===== src/rtl/halfword_fetch_queue_if.sv =====
// Fetch-queue bundle: downstream stall/jump, instruction-cache request/response and head half-word.
// Optional HWQ_PC_TRACK_EN adds half_pc_o, the byte address of the head half-word.
interface halfword_fetch_queue_if;
    logic        stall;
    logic        jump;
    logic [31:0] jump_target;
    logic        ic_read;
    logic [29:0] ic_addr;
    logic        ic_stall;
    logic [31:0] ic_rdata;
    logic [15:0] half_o;
    logic        half_valid_o;
`ifdef HWQ_PC_TRACK_EN
    logic [31:0] half_pc_o;

    modport master (
        input  stall, jump, jump_target, ic_stall, ic_rdata,
        output ic_read, ic_addr, half_o, half_valid_o, half_pc_o
    );
    modport slave (
        output stall, jump, jump_target, ic_stall, ic_rdata,
        input  ic_read, ic_addr, half_o, half_valid_o, half_pc_o
    );
`else
    modport master (
        input  stall, jump, jump_target, ic_stall, ic_rdata,
        output ic_read, ic_addr, half_o, half_valid_o
    );
    modport slave (
        output stall, jump, jump_target, ic_stall, ic_rdata,
        input  ic_read, ic_addr, half_o, half_valid_o
    );
`endif
endinterface


===== src/rtl/halfword_fetch_queue.sv =====
// Prefetch queue: fetches cache words, splits them into half-words and delivers them in order.
// Define HWQ_PC_TRACK_EN to store a byte address per entry and drive half_pc_o.
module halfword_fetch_queue #(
    parameter int unsigned DEPTH    = 4,
    parameter logic [31:0] RESET_PC = 32'h0000_0000
) (
    input logic                    clk,
    input logic                    rst_n,
    halfword_fetch_queue_if.master bus
);
    localparam int unsigned AW = $clog2(DEPTH);
    localparam int unsigned CW = AW + 1;

    typedef enum logic [0:0] {StRun, StRedirect} state_e;

    state_e          state_q, state_d;
    logic [AW-1:0]   rd_ptr_q, rd_ptr_d;
    logic [AW-1:0]   wr_ptr_q, wr_ptr_d;
    logic [CW-1:0]   count_q, count_d;
    logic [29:0]     fetch_addr_q, fetch_addr_d;
    logic            skip_hi_q, skip_hi_d;
    logic [15:0]     mem_q [DEPTH];

    logic            slot_ok;
    logic            accept;
    logic            pop;
    logic            push_two;
    logic [1:0]      push_cnt;
    logic [15:0]     first_half;
    logic [AW-1:0]   wr_ptr_nxt;
    logic            unused_target_lsb;

    assign unused_target_lsb = bus.jump_target[0];

    // Free-slot test uses the pre-pop count, so a full word always fits.
    assign slot_ok    = (count_q <= CW'(DEPTH - 2));
    assign bus.ic_read = ~bus.jump & (state_q == StRun) & slot_ok;
    assign bus.ic_addr = fetch_addr_q;
    assign accept     = bus.ic_read & ~bus.ic_stall;
    assign pop        = (count_q != '0) & ~bus.stall & ~bus.jump;
    assign push_two   = accept & ~skip_hi_q;
    assign push_cnt   = accept ? (skip_hi_q ? 2'd1 : 2'd2) : 2'd0;
    assign first_half = skip_hi_q ? bus.ic_rdata[15:0] : bus.ic_rdata[31:16];
    assign wr_ptr_nxt = wr_ptr_q + AW'(1);

    assign bus.half_o       = mem_q[rd_ptr_q];
    assign bus.half_valid_o = (count_q != '0);

    always_comb begin
        state_d      = state_q;
        rd_ptr_d     = rd_ptr_q;
        wr_ptr_d     = wr_ptr_q;
        count_d      = count_q;
        fetch_addr_d = fetch_addr_q;
        skip_hi_d    = skip_hi_q;
        if (bus.jump) begin
            state_d      = StRedirect;
            rd_ptr_d     = '0;
            wr_ptr_d     = '0;
            count_d      = '0;
            fetch_addr_d = bus.jump_target[31:2];
            skip_hi_d    = bus.jump_target[1];
        end else begin
            state_d  = StRun;
            rd_ptr_d = rd_ptr_q + AW'(pop);
            wr_ptr_d = wr_ptr_q + AW'(push_cnt);
            count_d  = count_q + CW'(push_cnt) - CW'(pop);
            if (accept) begin
                fetch_addr_d = fetch_addr_q + 30'd1;
                skip_hi_d    = 1'b0;
            end
        end
    end

    always_ff @(posedge clk or negedge rst_n) begin
        if (!rst_n) begin
            state_q      <= StRun;
            rd_ptr_q     <= '0;
            wr_ptr_q     <= '0;
            count_q      <= '0;
            fetch_addr_q <= RESET_PC[31:2];
            skip_hi_q    <= RESET_PC[1];
        end else begin
            state_q      <= state_d;
            rd_ptr_q     <= rd_ptr_d;
            wr_ptr_q     <= wr_ptr_d;
            count_q      <= count_d;
            fetch_addr_q <= fetch_addr_d;
            skip_hi_q    <= skip_hi_d;
        end
    end

    always_ff @(posedge clk or negedge rst_n) begin
        if (!rst_n) begin
            for (int i = 0; i < DEPTH; i++) mem_q[i] <= '0;
        end else if (accept) begin
            mem_q[wr_ptr_q] <= first_half;
            if (push_two) mem_q[wr_ptr_nxt] <= bus.ic_rdata[15:0];
        end
    end

`ifdef HWQ_PC_TRACK_EN
    logic [31:0] pc_mem_q [DEPTH];
    logic [31:0] last_pc_q;

    // Empty queue keeps presenting the address of the last head entry.
    assign bus.half_pc_o = bus.half_valid_o ? pc_mem_q[rd_ptr_q] : last_pc_q;

    always_ff @(posedge clk or negedge rst_n) begin
        if (!rst_n) begin
            for (int i = 0; i < DEPTH; i++) pc_mem_q[i] <= '0;
            last_pc_q <= RESET_PC;
        end else begin
            last_pc_q <= bus.half_pc_o;
            if (accept) begin
                pc_mem_q[wr_ptr_q] <= {fetch_addr_q, skip_hi_q, 1'b0};
                if (push_two) pc_mem_q[wr_ptr_nxt] <= {fetch_addr_q, 2'b10};
            end
        end
    end
`endif

endmodule


===== src/flat_wrapper.sv =====
// flat-port wrapper written by rule: the top's interface ports become plain ports
module halfword_fetch_queue_flat 
#(
    parameter int unsigned DEPTH    = 4,
    parameter logic [31:0] RESET_PC = 32'h0000_0000
)
  (clk, rst_n, bus_stall, bus_jump, bus_jump_target, bus_ic_stall, bus_ic_rdata, bus_ic_read, bus_ic_addr, bus_half_o, bus_half_valid_o);
  halfword_fetch_queue_if bus_i ();
  input logic clk;
  input logic rst_n;
  input wire logic [$bits(bus_i.stall)-1:0] bus_stall;
  input wire logic [$bits(bus_i.jump)-1:0] bus_jump;
  input wire logic [$bits(bus_i.jump_target)-1:0] bus_jump_target;
  input wire logic [$bits(bus_i.ic_stall)-1:0] bus_ic_stall;
  input wire logic [$bits(bus_i.ic_rdata)-1:0] bus_ic_rdata;
  output wire logic [$bits(bus_i.ic_read)-1:0] bus_ic_read;
  output wire logic [$bits(bus_i.ic_addr)-1:0] bus_ic_addr;
  output wire logic [$bits(bus_i.half_o)-1:0] bus_half_o;
  output wire logic [$bits(bus_i.half_valid_o)-1:0] bus_half_valid_o;
  assign bus_i.stall = bus_stall;
  assign bus_i.jump = bus_jump;
  assign bus_i.jump_target = bus_jump_target;
  assign bus_i.ic_stall = bus_ic_stall;
  assign bus_i.ic_rdata = bus_ic_rdata;
  assign bus_ic_read = bus_i.ic_read;
  assign bus_ic_addr = bus_i.ic_addr;
  assign bus_half_o = bus_i.half_o;
  assign bus_half_valid_o = bus_i.half_valid_o;
  halfword_fetch_queue #(.DEPTH(DEPTH), .RESET_PC(RESET_PC)) u_core (.clk(clk), .rst_n(rst_n), .bus(bus_i));
endmodule

===== config.mk =====
export PLATFORM = sky130hd
export DESIGN_NAME = halfword_fetch_queue_flat
export DESIGN_NICKNAME = d
export VERILOG_FILES = /design/src/rtl/halfword_fetch_queue_if.sv /design/src/rtl/halfword_fetch_queue.sv /design/src/flat_wrapper.sv
export SDC_FILE = /design/constraint.sdc
export NUM_CORES = 1
export LEC_CHECK = 0
export CAP_MARGIN = 20
export CORE_AREA = 2 2 108 110
export DETAILED_ROUTE_END_ITERATION = 12
export DIE_AREA = 0 0 110 112
export PLACE_DENSITY = 0.78
export SYNTH_ARGS = -nofsm -noshare
export SYNTH_HDL_FRONTEND = slang
export SYNTH_SLANG_ARGS = --single-unit

===== constraint.sdc =====
create_clock -name clk -period 2.95 [get_ports clk]
set_input_delay 0.295 -clock clk [delete_from_list [all_inputs] [get_ports clk]]
set_output_delay 0.295 -clock clk [all_outputs]
set_load 0.05 [all_outputs]

==> key figures <==
Global route
  • Total track usage: 0.2832
  • GRT overflow: 0
  • Initial antenna violation count: 0
  • Vias in the first global route: 5433
  • First-pass GRT wire length: 27.12 mm
  • Largest net degree at the start of global routing: 54

Power and ir drop
  • VDD IR-drop max: 492.9 uV
  • PwrDens: 749.5 nW/um2
  • Leakage dissipation: 2.996 nW
  • Total Power: 5.429 mW

Yosys
  • Seq cells post-synth: 103
  • Largest area contributor in the netlist: dfrtp_1
  • Post-synth ARST share: 1.000
  • Synth top area cells: dfrtp_1 47%, mux4_2 6.5%, o21ai_0 5.6%
  • Mapped Cells: 559
  • Post-Syn Area: 5509 um2
  • Synth Flop Type: dfrtp_1
  • Top cell type's share of synthesized area: 0.4679
  • Net count of the mapped netlist: 635
  • Syn Area/Cell: 9.855 um2
  • Synth warn: 0
  • Post-synthesis sequential area ratio: 0.4679
  • Post-synth cell types: 44
  • Number of synthesized flops with an enable pin: 0

Layout
  • P&R area growth vs syn: 31.48%
  • Most common cell after layout, fill and taps aside: clkdlybuf4s50_1
  • Share of layout cells above drive strength 1: 0.1066
  • Design area: 7243 um2
  • Non-filler cells, final: 828
  • Most frequent cells in the layout: 113 x clkdlybuf4s50_1, 103 x dfrtp_1, 62 x o21ai_0, 58 x nand2_1, 49 x nor2_1
  • Fin nets: 757
  • Ant. Diodes: 0

Worst setup path
  • Critical Path Stages: 3
  • Reg2Reg Depth: 6
  • Critical path fanouts, max: 13
  • Critical path, cell by cell: buf_12 -> mux4_2 -> clkdlybuf4s50_1
  • R2R Setup Slk: 0.58 ns
  • Worst R2R End: u_core.count_q[2]
  • WP buf/inv: 2
  • Slowest stage cell, crit path: clkdlybuf4s50_1
  • Crit-path max cell delay: 0.72 ns
  • Crit path DAT: 2.36 ns
  • Family with the most delay on the worst path: buffers and inverters
  • Worst Setup End Kind: primary output
  • Critical path class: reg2out
  • CP startpoint: u_core.rd_ptr_q[0]
  • RR Startpoint: u_core.count_q[1]
  • Worst setup path endpoint: bus_half_o[9]
  • Worst setup SP type: flip-flop
  • Crit path required time: 2.65 ns

STA
  • Slew Limit Headroom: 0.5532
  • Max Fclk: 0.3766 GHz
  • Clk_skew: 0.005141 ns
  • Crit share post-route: 0.9001
  • WHS: 0.5063 ns
  • Worst-Margin Slew: 0.6657 ns
  • Fin. max-slew vios: 0
  • Setup violators final: 0
  • RSZ-0062 raised after global routing: no
  • Min Tclk post-route: 2.655 ns
  • Post-Route Setup TNS: 0 ns
  • Final Hold Vio Count: 0

Floorplanning
  • Chip width: 110 um
  • DIE AREA: 12320 um2
  • Core Region: 11170 um2
  • Cell Rows: 39
  • Ports: 117
  • Die Span Y: 112 um
  • Initial core utilization: 0.4930

Clock network
  • TritonCTS clock tree: built
  • Root Driver: clkbuf_16
  • CTS max path bufs: 2
  • CTS buffer count: 9
  • Cts repair resizes: 0
  • Clk pin slew, worst setup/hold paths: 0.07 ns
  • H-Tree Depth: 3
  • TritonCTS Sinks: 103
  • Worst-Skew Late Latency: 0.35 ns

Drt
  • DRC: 0
  • DRT antenna net count: 0
  • 1st-iter DRT viols: 476
  • DR pass1 iterations: 5
  • Routed WL: 16.66 mm
  • WL/cell: 20.12 um
  • Vias per cell: 6.396
  • Vias: 5296

Min path
  • Worst min-delay path class: reg2reg

Place
  • RD Place Congestion: 0.8747
  • # port buffers: 115
  • Area after DPL: 6945 um2
  • Placed insts: 811
  • Detail Placement HPWL: 11.39 mm

Run
  • Max cap viols: 0

Run status
  • Status: completed
## cell type report
cell class                 count  area, um2
clock buffer                  11      232.7
sequential                   103       2577
timing repair buffer         148       1421
fill                         896       3931
tap                          143      178.9
multi-input combinational    407       2740
inverter                      12      45.04
clock inverter                 4      47.55
## kinds of logic after synthesis
kind of cell             after synthesis  share of synthesized area
adder cells (fa/ha/maj)                7                    0.01726
flip-flops                           103                     0.4679
XOR/XNOR                               6                   0.009539
multiplexers                          37                     0.1040
AO/OA/AOI/OAI                        175                     0.2119
AND/OR/NAND/NOR                      182                     0.1542
buffers and inverters                 49                    0.03520
## report_power, final
part           switching, mW  total (mW)  internal, mW  leakage [nW]
combinational           1.21        2.11         0.910          1.57
sequential             0.313        2.15          1.83          1.29
clock                  0.515        1.17         0.651         0.135
total                   2.03        5.43          3.40          3.00
## synth_stat cells (7+ instances only)
cell type  count
inv_1         12
o311ai_0      11
mux2i_1       19
nor2_1        50
nand3_1       23
clkbuf_1      23
mux4_2        16
nand4_1        7
and3_1         8
dfrtp_1      103
a21oi_1       22
o211ai_1       9
nand2_1       58
o21ai_0       62
a221o_1       18
a22oi_1       34
buf_2          8
## through the flow
stage / setup WS, ns / utilization
3_5_place_dp: 0.2288 / 0.6215
4_1_cts: 0.2680 / 0.6475
5_1_grt: 0.2056 / 0.6482
2_1_floorplan: 0.5291 / -
6_report: 0.2947 / 0.6482
3_3_place_gp: 0.2976 / 0.6215
## layer usage
| layer | routed length, um | GRT usage | up-vias |
|---|---|---|---|
| met5 | 0 | 0 | - |
| met4 | 249 | 0.09198 | 0 |
| met3 | 1388 | 0.07787 | 30 |
| met2 | 8233 | 0.4528 | 296 |
| met1 | 6785 | 0.3723 | 2620 |
| li1 | - | - | 2350 |
## what timing repair did
action | in CTS | in global routing
buffers inserted | 0 | 0
hold buffers | 1 | 0
hold endpoints to repair | 17 | 0
## worst min path at each step
stage                                start                    end  slack [ns]  cells past startpoint
after floorplan                      rst_n  u_core.bus.ic_addr[0]     -0.0006                      0
after global placement               rst_n  u_core.bus.ic_addr[6]        0.36                      1
after detailed placement             rst_n       u_core.mem_q[49]        0.37                      1
after CTS                 u_core.mem_q[62]       u_core.mem_q[62]        0.49                      2
after global routing      u_core.mem_q[62]       u_core.mem_q[62]        0.52                      2
final                      u_core.mem_q[1]        u_core.mem_q[1]        0.51                      2
## worst min-delay path, stage by stage (launching register included)
cell and delay [ns]:
dfrtp_1 0.35, a22oi_1 0.06, o21ai_0 0.06
## sequential cells by signal, indices dropped and copies added, names as in the netlist
name	cells
u_core.bus.ic_addr	30
u_core.count_q	3
u_core.mem_q	64
u_core.rd_ptr_q	2
u_core.skip_hi_q	1
u_core.state_q	1
u_core.wr_ptr_q	2
No activity file was read; power rests on OpenSTA's default activity.
